$ cat src/rtl/u_rx_fifo.sv
// u_rx_fifo: receive FIFO sitting behind a UART receiver.
// A write is taken once per rising edge of rx_data_ready, reads have one
// cycle of latency, and a sticky overflow flag records dropped words.
module u_rx_fifo #(
    parameter int unsigned width = 8,
    parameter int unsigned depth = 16
) (
    input  logic                       clk,
    input  logic                       rst,
    input  logic [width-1:0]           rx_data,
    input  logic                       rx_data_ready,
    input  logic                       rd_en,
    output logic [width-1:0]           rd_data,
    output logic                       rd_valid,
    output logic                       empty,
    output logic                       full,
    output logic [$clog2(depth):0]     count,
    output logic                       overflow,
    input  logic                       ovf_clr
);

    localparam int unsigned AW = $clog2(depth);
    localparam int unsigned CW = AW + 1;
    localparam logic [CW-1:0] DEPTH_C = CW'(depth);

    logic [width-1:0] mem [depth];

    logic [AW-1:0]    wr_ptr_q, wr_ptr_d;
    logic [AW-1:0]    rd_ptr_q, rd_ptr_d;
    logic [CW-1:0]    count_q, count_d;
    logic             empty_q, full_q;
    logic             overflow_q, overflow_d;
    logic             rdy_q;
    logic [width-1:0] rd_data_q;
    logic             rd_valid_q;

    logic             wr_ev;
    logic             rd_acc;
    logic             wr_acc;
    logic             drop;

    // Edge detect, accept/drop decisions and next-state for pointers, count, overflow
    always_comb begin
        wr_ev  = rx_data_ready & ~rdy_q;
        rd_acc = rd_en & ~empty_q;
        // A full FIFO can still take a word when a read frees a slot this cycle
        wr_acc = wr_ev & (~full_q | rd_acc);
        drop   = wr_ev & full_q & ~rd_acc;

        wr_ptr_d = wr_acc ? wr_ptr_q + AW'(1) : wr_ptr_q;
        rd_ptr_d = rd_acc ? rd_ptr_q + AW'(1) : rd_ptr_q;

        count_d = count_q;
        case ({wr_acc, rd_acc})
            2'b10:   count_d = count_q + CW'(1);
            2'b01:   count_d = count_q - CW'(1);
            default: count_d = count_q;
        endcase

        overflow_d = overflow_q;
        if (drop) begin
            overflow_d = 1'b1;
        end else if (ovf_clr) begin
            overflow_d = 1'b0;
        end
    end

    // Control state, flags and read output register
    always_ff @(posedge clk) begin
        if (rst) begin
            wr_ptr_q   <= '0;
            rd_ptr_q   <= '0;
            count_q    <= '0;
            empty_q    <= 1'b1;
            full_q     <= 1'b0;
            overflow_q <= 1'b0;
            rdy_q      <= 1'b1;
            rd_data_q  <= '0;
            rd_valid_q <= 1'b0;
        end else begin
            wr_ptr_q   <= wr_ptr_d;
            rd_ptr_q   <= rd_ptr_d;
            count_q    <= count_d;
            empty_q    <= (count_d == '0);
            full_q     <= (count_d == DEPTH_C);
            overflow_q <= overflow_d;
            rdy_q      <= rx_data_ready;
            rd_valid_q <= rd_acc;
            if (rd_acc) begin
                rd_data_q <= mem[rd_ptr_q];
            end
        end
    end

    // Storage array; left uncleared by reset, pointers define what is valid
    always_ff @(posedge clk) begin
        if (!rst && wr_acc) begin
            mem[wr_ptr_q] <= rx_data;
        end
    end

    assign rd_data  = rd_data_q;
    assign rd_valid = rd_valid_q;
    assign empty    = empty_q;
    assign full     = full_q;
    assign count    = count_q;
    assign overflow = overflow_q;

endmodule

$ cat config.mk
export PLATFORM = sky130hd
export DESIGN_NAME = u_rx_fifo
export DESIGN_NICKNAME = d
export VERILOG_FILES = /design/src/rtl/u_rx_fifo.sv
export SDC_FILE = /design/constraint.sdc
export NUM_CORES = 1
export LEC_CHECK = 0
export ABC_AREA = 1
export BUFFER_PORTS_ARGS = -buffer_cell sky130_fd_sc_hd__buf_4
export CORE_UTILIZATION = 54
export DETAILED_ROUTE_END_ITERATION = 6
export PLACE_DENSITY = 0.76
export SLEW_MARGIN = 20
export SYNTH_ARGS = -nofsm -noshare
export SYNTH_HDL_FRONTEND = slang
export SYNTH_SLANG_ARGS = --single-unit
export TNS_END_PERCENT = 10
$ cat constraint.sdc
create_clock -name clk -period 2.3 [get_ports clk]
set_input_delay 0.115 -clock clk [delete_from_list [all_inputs] [get_ports clk]]
set_output_delay 0.115 -clock clk [all_outputs]
set_load 0.02 [all_outputs]
Word-level counts from Yosys, hierarchy flattened

Memories as Yosys holds them, arrays and structs flattened. A register that Yosys moved wholly into a read port is not among the register bits.
Cells that the tools add are included.

Eq/ne operators: 3
Add/subtract/negate cells: 4
Shift operators: 0
Bitwise operators: 10
Reductions and logical operators: 4
Divide/modulo/power cells: 0
Multiply operators: 0
Multiplexer cells: 5
$lt $le $gt $ge: 0

Operators by type and width:

| operator                                                              | count |
|---|---|
| 5-bit case mux with 2 select lines                                    | 1 |
| 4-bit by 1-bit adder with 4-bit output, second input constant         | 2 |
| 5-bit by 1-bit adder with 5-bit output, second input constant         | 1 |
| 1-bit bitwise AND                                                     | 5 |
| 5-bit equality test, second input constant                            | 1 |
| 5-bit zero test                                                       | 1 |
| 5-bit by 1-bit subtractor with 5-bit output, second input constant    | 1 |
| 1-bit 2-to-1 mux                                                      | 4 |
| 1-bit inverter                                                        | 4 |
| 2-bit by 1-bit equality test with 1-bit output, second input constant | 1 |
| 2-bit equality test, second input constant                            | 1 |
| 2-bit nonzero test                                                    | 1 |
| 1-bit logical AND                                                     | 1 |
| 1-bit zero test                                                       | 1 |
| 1-bit OR                                                              | 1 |

Register bits after elaboration: 18
Latch bits: 0
Memories: 1
Logic and storage cells: 35
Output and inout port bits: 17
RAM bits: 128
Bits in read-only memories: 0
Input bits: 13

Memories:

| memory | words | bits a word | rd ports | clocked after Yosys merged registers in | write ports | line | RTL |
|---|---|---|---|---|---|---|---|
| mem    | 16    | 8           | 1        | 1                                       | 1           | 26   | `logic [width-1:0] mem [depth];` |

Depth between registers and ports, before layout

Depth in word-level cells: 7
Depth in mapped cells: 18
Gate-level depth less buffers: 18

Worst setup path before layout

Ideal clock, no wire load.

Path kind: reg-to-reg
Start: register empty_q (netlist: empty)
End: register empty_q (netlist: empty)
Data required time: 2.230 ns
Cell stages (with the launch flop): 15
Clock period less this slack: 2.196 ns
Data arrival time: 2.126 ns
Path slack: 0.104 ns
Library setup time: 0.070 ns
Path buffers: 1
Path through: dfxtp_1 inv_1 nand2_1 inv_1 buf_2 ha_1 nand2_1 inv_1 nor2_1 ha_1 o21ai_0 nand2_1 nor2_1 nand3_1 o21bai_1

Longest elaborated chain between the ends: 7
Elaborated cells between the ends (all ways): 8
Classes of those cells: eq/ne (2); mux (1); bitwise (4); reduce/logical (1)

RTL lines:

| element                                                                               | line | RTL |
|---|---|---|
| start: declaration                                                                    | 31   | `logic empty_q, full_q;` |
| start signal: assignment                                                              | 84   | `empty_q <= (count_d == '0);` |
| 1-bit inverter *                                                                      | 45   | `rd_acc = rd_en & ~empty_q;` |
| 1-bit bitwise AND *                                                                   | 45   |  |
| named net rd_acc                                                                      | 38   | `logic rd_acc;` |
| 1-bit OR                                                                              | 47   | `wr_acc = wr_ev & (~full_q \| rd_acc);` |
| 1-bit bitwise AND                                                                     | 47   |  |
| 2-bit by 1-bit equality test with 1-bit output or 2-bit equality test (tied branches) | 54   | `case ({wr_acc, rd_acc})` |
| 5-bit case mux with 2 select lines *                                                  | 54   |  |
| 5-bit zero test *                                                                     | 84   |  |

Mark *: on every way through the listed nets, which the timed path passes. The rest lies on a longest branch.
A chain may end at the register's enable or synchronous reset.

Worst setup path in the final report

Start: register empty_q (netlist: empty)
End: register empty_q (netlist: empty)

Longest elaborated chain between the ends: 7
Elaborated cells between the ends (all ways): 8
Classes of those cells: eq/ne (2); mux (1); bitwise (4); reduce/logical (1)

RTL lines:

| element                                                                               | line |
|---|---|
| 1-bit inverter *                                                                      | 45 |
| 1-bit bitwise AND *                                                                   | 45 |
| 1-bit OR                                                                              | 47 |
| 1-bit bitwise AND                                                                     | 47 |
| 2-bit by 1-bit equality test with 1-bit output or 2-bit equality test (tied branches) | 54 |
| 5-bit case mux with 2 select lines *                                                  | 54 |
| 5-bit zero test *                                                                     | 84 |

Mark *: on every way between the ends. The rest lies on a longest branch, timed or not.

==> parameters.txt <==
Parameter                              Value

Outcome
  Run status    finished, final reports clean

Logic synthesis
  Most area-hungry cell type in the Yosys netlist    sky130_fd_sc_hd__edfxtp_1
  Number of nets in the synthesized netlist    between 600 and 700
  Average size of a mapped cell    roughly 11 sq um
  Cell area after synthesis    0.00645 sq mm
  Share of the synthesized area in the top cell type    around three fifths
  #FFs+latches synth    approximately 150
  Synth warn    0
  Post-synth cell types    21
  Fraction of synthesis flops using an asynchronous set or reset pin    0%
  Leading register cell type out of synthesis    sky130_fd_sc_hd__edfxtp_1
  Share of the yosys chip area belonging to registers    approximately two thirds
  Number of enable flip-flop cells after synthesis    128
  Most frequent cells after synthesis    196 x sky130_fd_sc_hd__nand2_1, 128 x sky130_fd_sc_hd__edfxtp_1, 117 x sky130_fd_sc_hd__nand3_1
  Top post-synthesis cells by area    sky130_fd_sc_hd__edfxtp_1 60%, sky130_fd_sc_hd__nand2_1 11%, sky130_fd_sc_hd__nand3_1 9.1%
  Number of instances in the synthesized netlist    between 600 and 700
  Most repeated cell in the gate-level netlist after synthesis    sky130_fd_sc_hd__nand2_1

Route
  Antenna Violating Nets Remaining    0
  Iter 0 DRT Violations    371
  Routed wire length per instance    roughly 17 um
  DRC viols    0
  Total number of vias    roughly 4,500
  Router iterations before antenna repair    5
  Final WL    ~14,000 um
  Via density per instance    5.61

Layout
  Post-Layout Inst Area    between 0.007 and 0.008 sq mm
  Area Growth Syn to Fin    16.0%
  Count of filler cells inserted in the layout    slightly below 900
  Final-stage net count    about 670
  Antenna fix cells    0
  Non-filler instance count after layout    slightly above 800
  Layout cell share with drive strength beyond 1    roughly 14%

Place
  Global placer's final weighted congestion    roughly 0.86
  Area post-placement    0.00683 sq mm
  Total instance count after detailed placement    770
  Port buffer count    29
  HPWL Detailed    about 8600 um

Critical path
  Worst setup SP type    flip-flop
  Required arrival time at the worst endpoint    approximately 2.7 ns
  Classification of the worst setup path    reg -> reg
  Critical path data arrival time    about 2.4 ns
  Max FO, Critical Path    6
  Endpoint class of the critical path    flip-flop

GRT
  Maximum number of pins on one net before global-route repair    67
  Initial antenna violation count    0
  Sum of overflow across all layers after global routing    0
  Total global-route track usage    between 20% and 30%
  First-pass GRT wire length    around 23,000 um
  Vias in the first global route    around 4,600

STA
  F_max    roughly 0.48 GHz
  Post-Route Skew    between 0.006 and 0.007 ns
  Ratio of final minimum period to clock period    approximately 90%
  Final count of hold timing violations    0
  Post-route minimum period    approximately 2.1 ns
  Max-slew headroom at the worst pin    between 50% and 60%
  Max-slew violation count    0
  Worst-margin pin slew    between 0.6 and 0.7 ns
  Final setup violation count    0
  Post-route setup TNS    0 ns

Floorplanning
  Number of rows in the core area    39
  Chip Width    approximately 110 um
  Top-Level Pins    30
  Placeable core area    between 0.01 and 0.015 sq mm
  Die Ht    111 um
  Starting utilization of the core area    a little under three fifths
  Area of the die    approximately 0.012 sq mm

Hold path
  Classification of the worst-slack hold path    in -> reg

Clock tree
  Clk Tree Root Cell    sky130_fd_sc_hd__clkbuf_16
  CTS buffer count    17
  Clock tree from TritonCTS    built
  CTS sink count    approximately 150
  Clock transition at path regs    ~0.06 ns
  Clock Latency Late Sink    approximately 0.42 ns
  Worst-case clock buffer depth    2
  H-tree depth    4
  Post-CTS setup repair buffer count    0

Power
  Leak Pwr    2.93 nW
  PD cells    just under 1000 mW/mm^2
  Worst IR Drop VDD    around 0.00066 V

Run
  Max-cap violations    0
where the power goes:
part           internal, mW  leakage, nW  switching (mW)  total, mW
Combinational         0.426         1.29           0.887       1.31
Sequential             3.10         1.36          0.0626       3.16
Clock                  1.69        0.276            1.07       2.76
Total                  5.22         2.93            2.02       7.23
cell families (layout without fill, tap and decap cells):
kind of cell,count (synthesis),after routing,synth area share (%)
adders and majority gates,8,8,1.55
buffers and inverters,65,127,5.43
xor gates and xnor gates,1,1,0.136
AOI/OAI and AO/OA,27,27,2.44
DFF,154,154,67.7
and+or+nand+nor,347,347,22.8
repair_timing:
item / 4_1_cts / 5_1_grt
resized for setup: 0 / 5
endpoints found under the setup margin: 0 / 3
hold buffers: 5 / 0
endpoints found under the hold margin: 19 / 0
layer usage:
layer | track usage, % | routed length (um) | up-vias
met4 | 11.7 | 204 | 0
met2 | 41.1 | 7050 | 169
met5 | 0 | 0 | -
met1 | 30.8 | 5900 | 2181
met3 | 5.30 | 926 | 17
li1 | - | - | 2164
stage by stage:
stage	utilization (%)	worst slack, ns	power [mW]	hold WS, ns
detailed placement	59.3	0.161	4.49	0.318
finish	65.0	0.227	7.23	0.0159
floorplan	-	0.104	4.15	0.194
global route	65.0	-0.00366	7.52	0.0142
CTS	64.8	0.135	7.24	0.00231
global placement	59.3	0.326	4.44	0.307
path summary, 6_finish.rpt:
check	startpoint	to	cells after the start	slack [ns]
setup reg to reg	empty$_SDFF_PP1_	empty$_SDFF_PP1_	18	0.23
hold / removal	rx_data[6]	mem[5][6]$_DFFE_PP_	1	0.02
setup / recovery	empty$_SDFF_PP1_	empty$_SDFF_PP1_	18	0.23
hold reg to reg	rd_data[6]$_SDFFE_PP0P_	rd_data[6]$_SDFFE_PP0P_	2	0.52
worst max-delay path, cell delays in order (launching register included):
cell                       delay, ns
sky130_fd_sc_hd__dfxtp_1        0.34
sky130_fd_sc_hd__inv_1          0.04
sky130_fd_sc_hd__nand2_1        0.09
sky130_fd_sc_hd__nand2_1        0.08
sky130_fd_sc_hd__nand2_2        0.10
sky130_fd_sc_hd__ha_4           0.18
sky130_fd_sc_hd__nand2_1        0.09
sky130_fd_sc_hd__inv_2          0.08
sky130_fd_sc_hd__nor2_1         0.06
sky130_fd_sc_hd__ha_1           0.18
sky130_fd_sc_hd__inv_1          0.05
sky130_fd_sc_hd__nand2_1        0.09
sky130_fd_sc_hd__inv_1          0.06
sky130_fd_sc_hd__nand2_1        0.05
sky130_fd_sc_hd__nand3_1        0.10
sky130_fd_sc_hd__nand2_1        0.06
sky130_fd_sc_hd__nor2_1         0.09
sky130_fd_sc_hd__nand3_1        0.11
sky130_fd_sc_hd__o21bai_1       0.15
state kept, by name, indices dropped and copies added (netlist names):
| signal | flops |
|---|---|
| empty | 1 |
| count | 5 |
| mem | 128 |
| full | 1 |
| rdy_q | 1 |
| overflow | 1 |
| rd_valid | 1 |
| wr_ptr_q | 4 |
| rd_data | 8 |
| rd_ptr_q | 4 |
layout by cell type (no fill, tap or decap):
cell                              n
sky130_fd_sc_hd__dfxtp_1         25
sky130_fd_sc_hd__nand2_2          1
sky130_fd_sc_hd__clkinvlp_4       3
sky130_fd_sc_hd__clkinv_1         4
sky130_fd_sc_hd__clkinv_2         2
sky130_fd_sc_hd__inv_1           30
sky130_fd_sc_hd__xor2_1           1
sky130_fd_sc_hd__o21ai_0          6
sky130_fd_sc_hd__dlygate4sd3_1    5
sky130_fd_sc_hd__nor2_2           1
sky130_fd_sc_hd__clkinv_4         1
sky130_fd_sc_hd__bufinv_16        3
sky130_fd_sc_hd__nor2_1          22
sky130_fd_sc_hd__clkbuf_1         2
sky130_fd_sc_hd__inv_6            1
sky130_fd_sc_hd__ha_1             7
sky130_fd_sc_hd__nand2_1        195
sky130_fd_sc_hd__nand3_1        117
sky130_fd_sc_hd__a21oi_1          9
sky130_fd_sc_hd__edfxtp_1       128
sky130_fd_sc_hd__ha_4             1
sky130_fd_sc_hd__o21bai_1         1
sky130_fd_sc_hd__inv_2            5
sky130_fd_sc_hd__buf_12           1
sky130_fd_sc_hd__nor3_1           9
sky130_fd_sc_hd__o21ai_1          3
sky130_fd_sc_hd__buf_4           53
sky130_fd_sc_hd__clkbuf_16       17
sky130_fd_sc_hd__dfxtp_2          1
sky130_fd_sc_hd__o211ai_1         8
sky130_fd_sc_hd__nand4_1          2
cell type report:
type	count	area, sq um	share of cell area (%)
sequential	154	4370	58.4
multi-input combinational	383	1750	23.4
timing repair buffer	59	468	6.26
clock buffer	19	433	5.79
tap	143	179	2.39
clock inverter	13	151	2.02
inverter	36	135	1.81
Note: power is estimated with default switching activity, not from simulation.
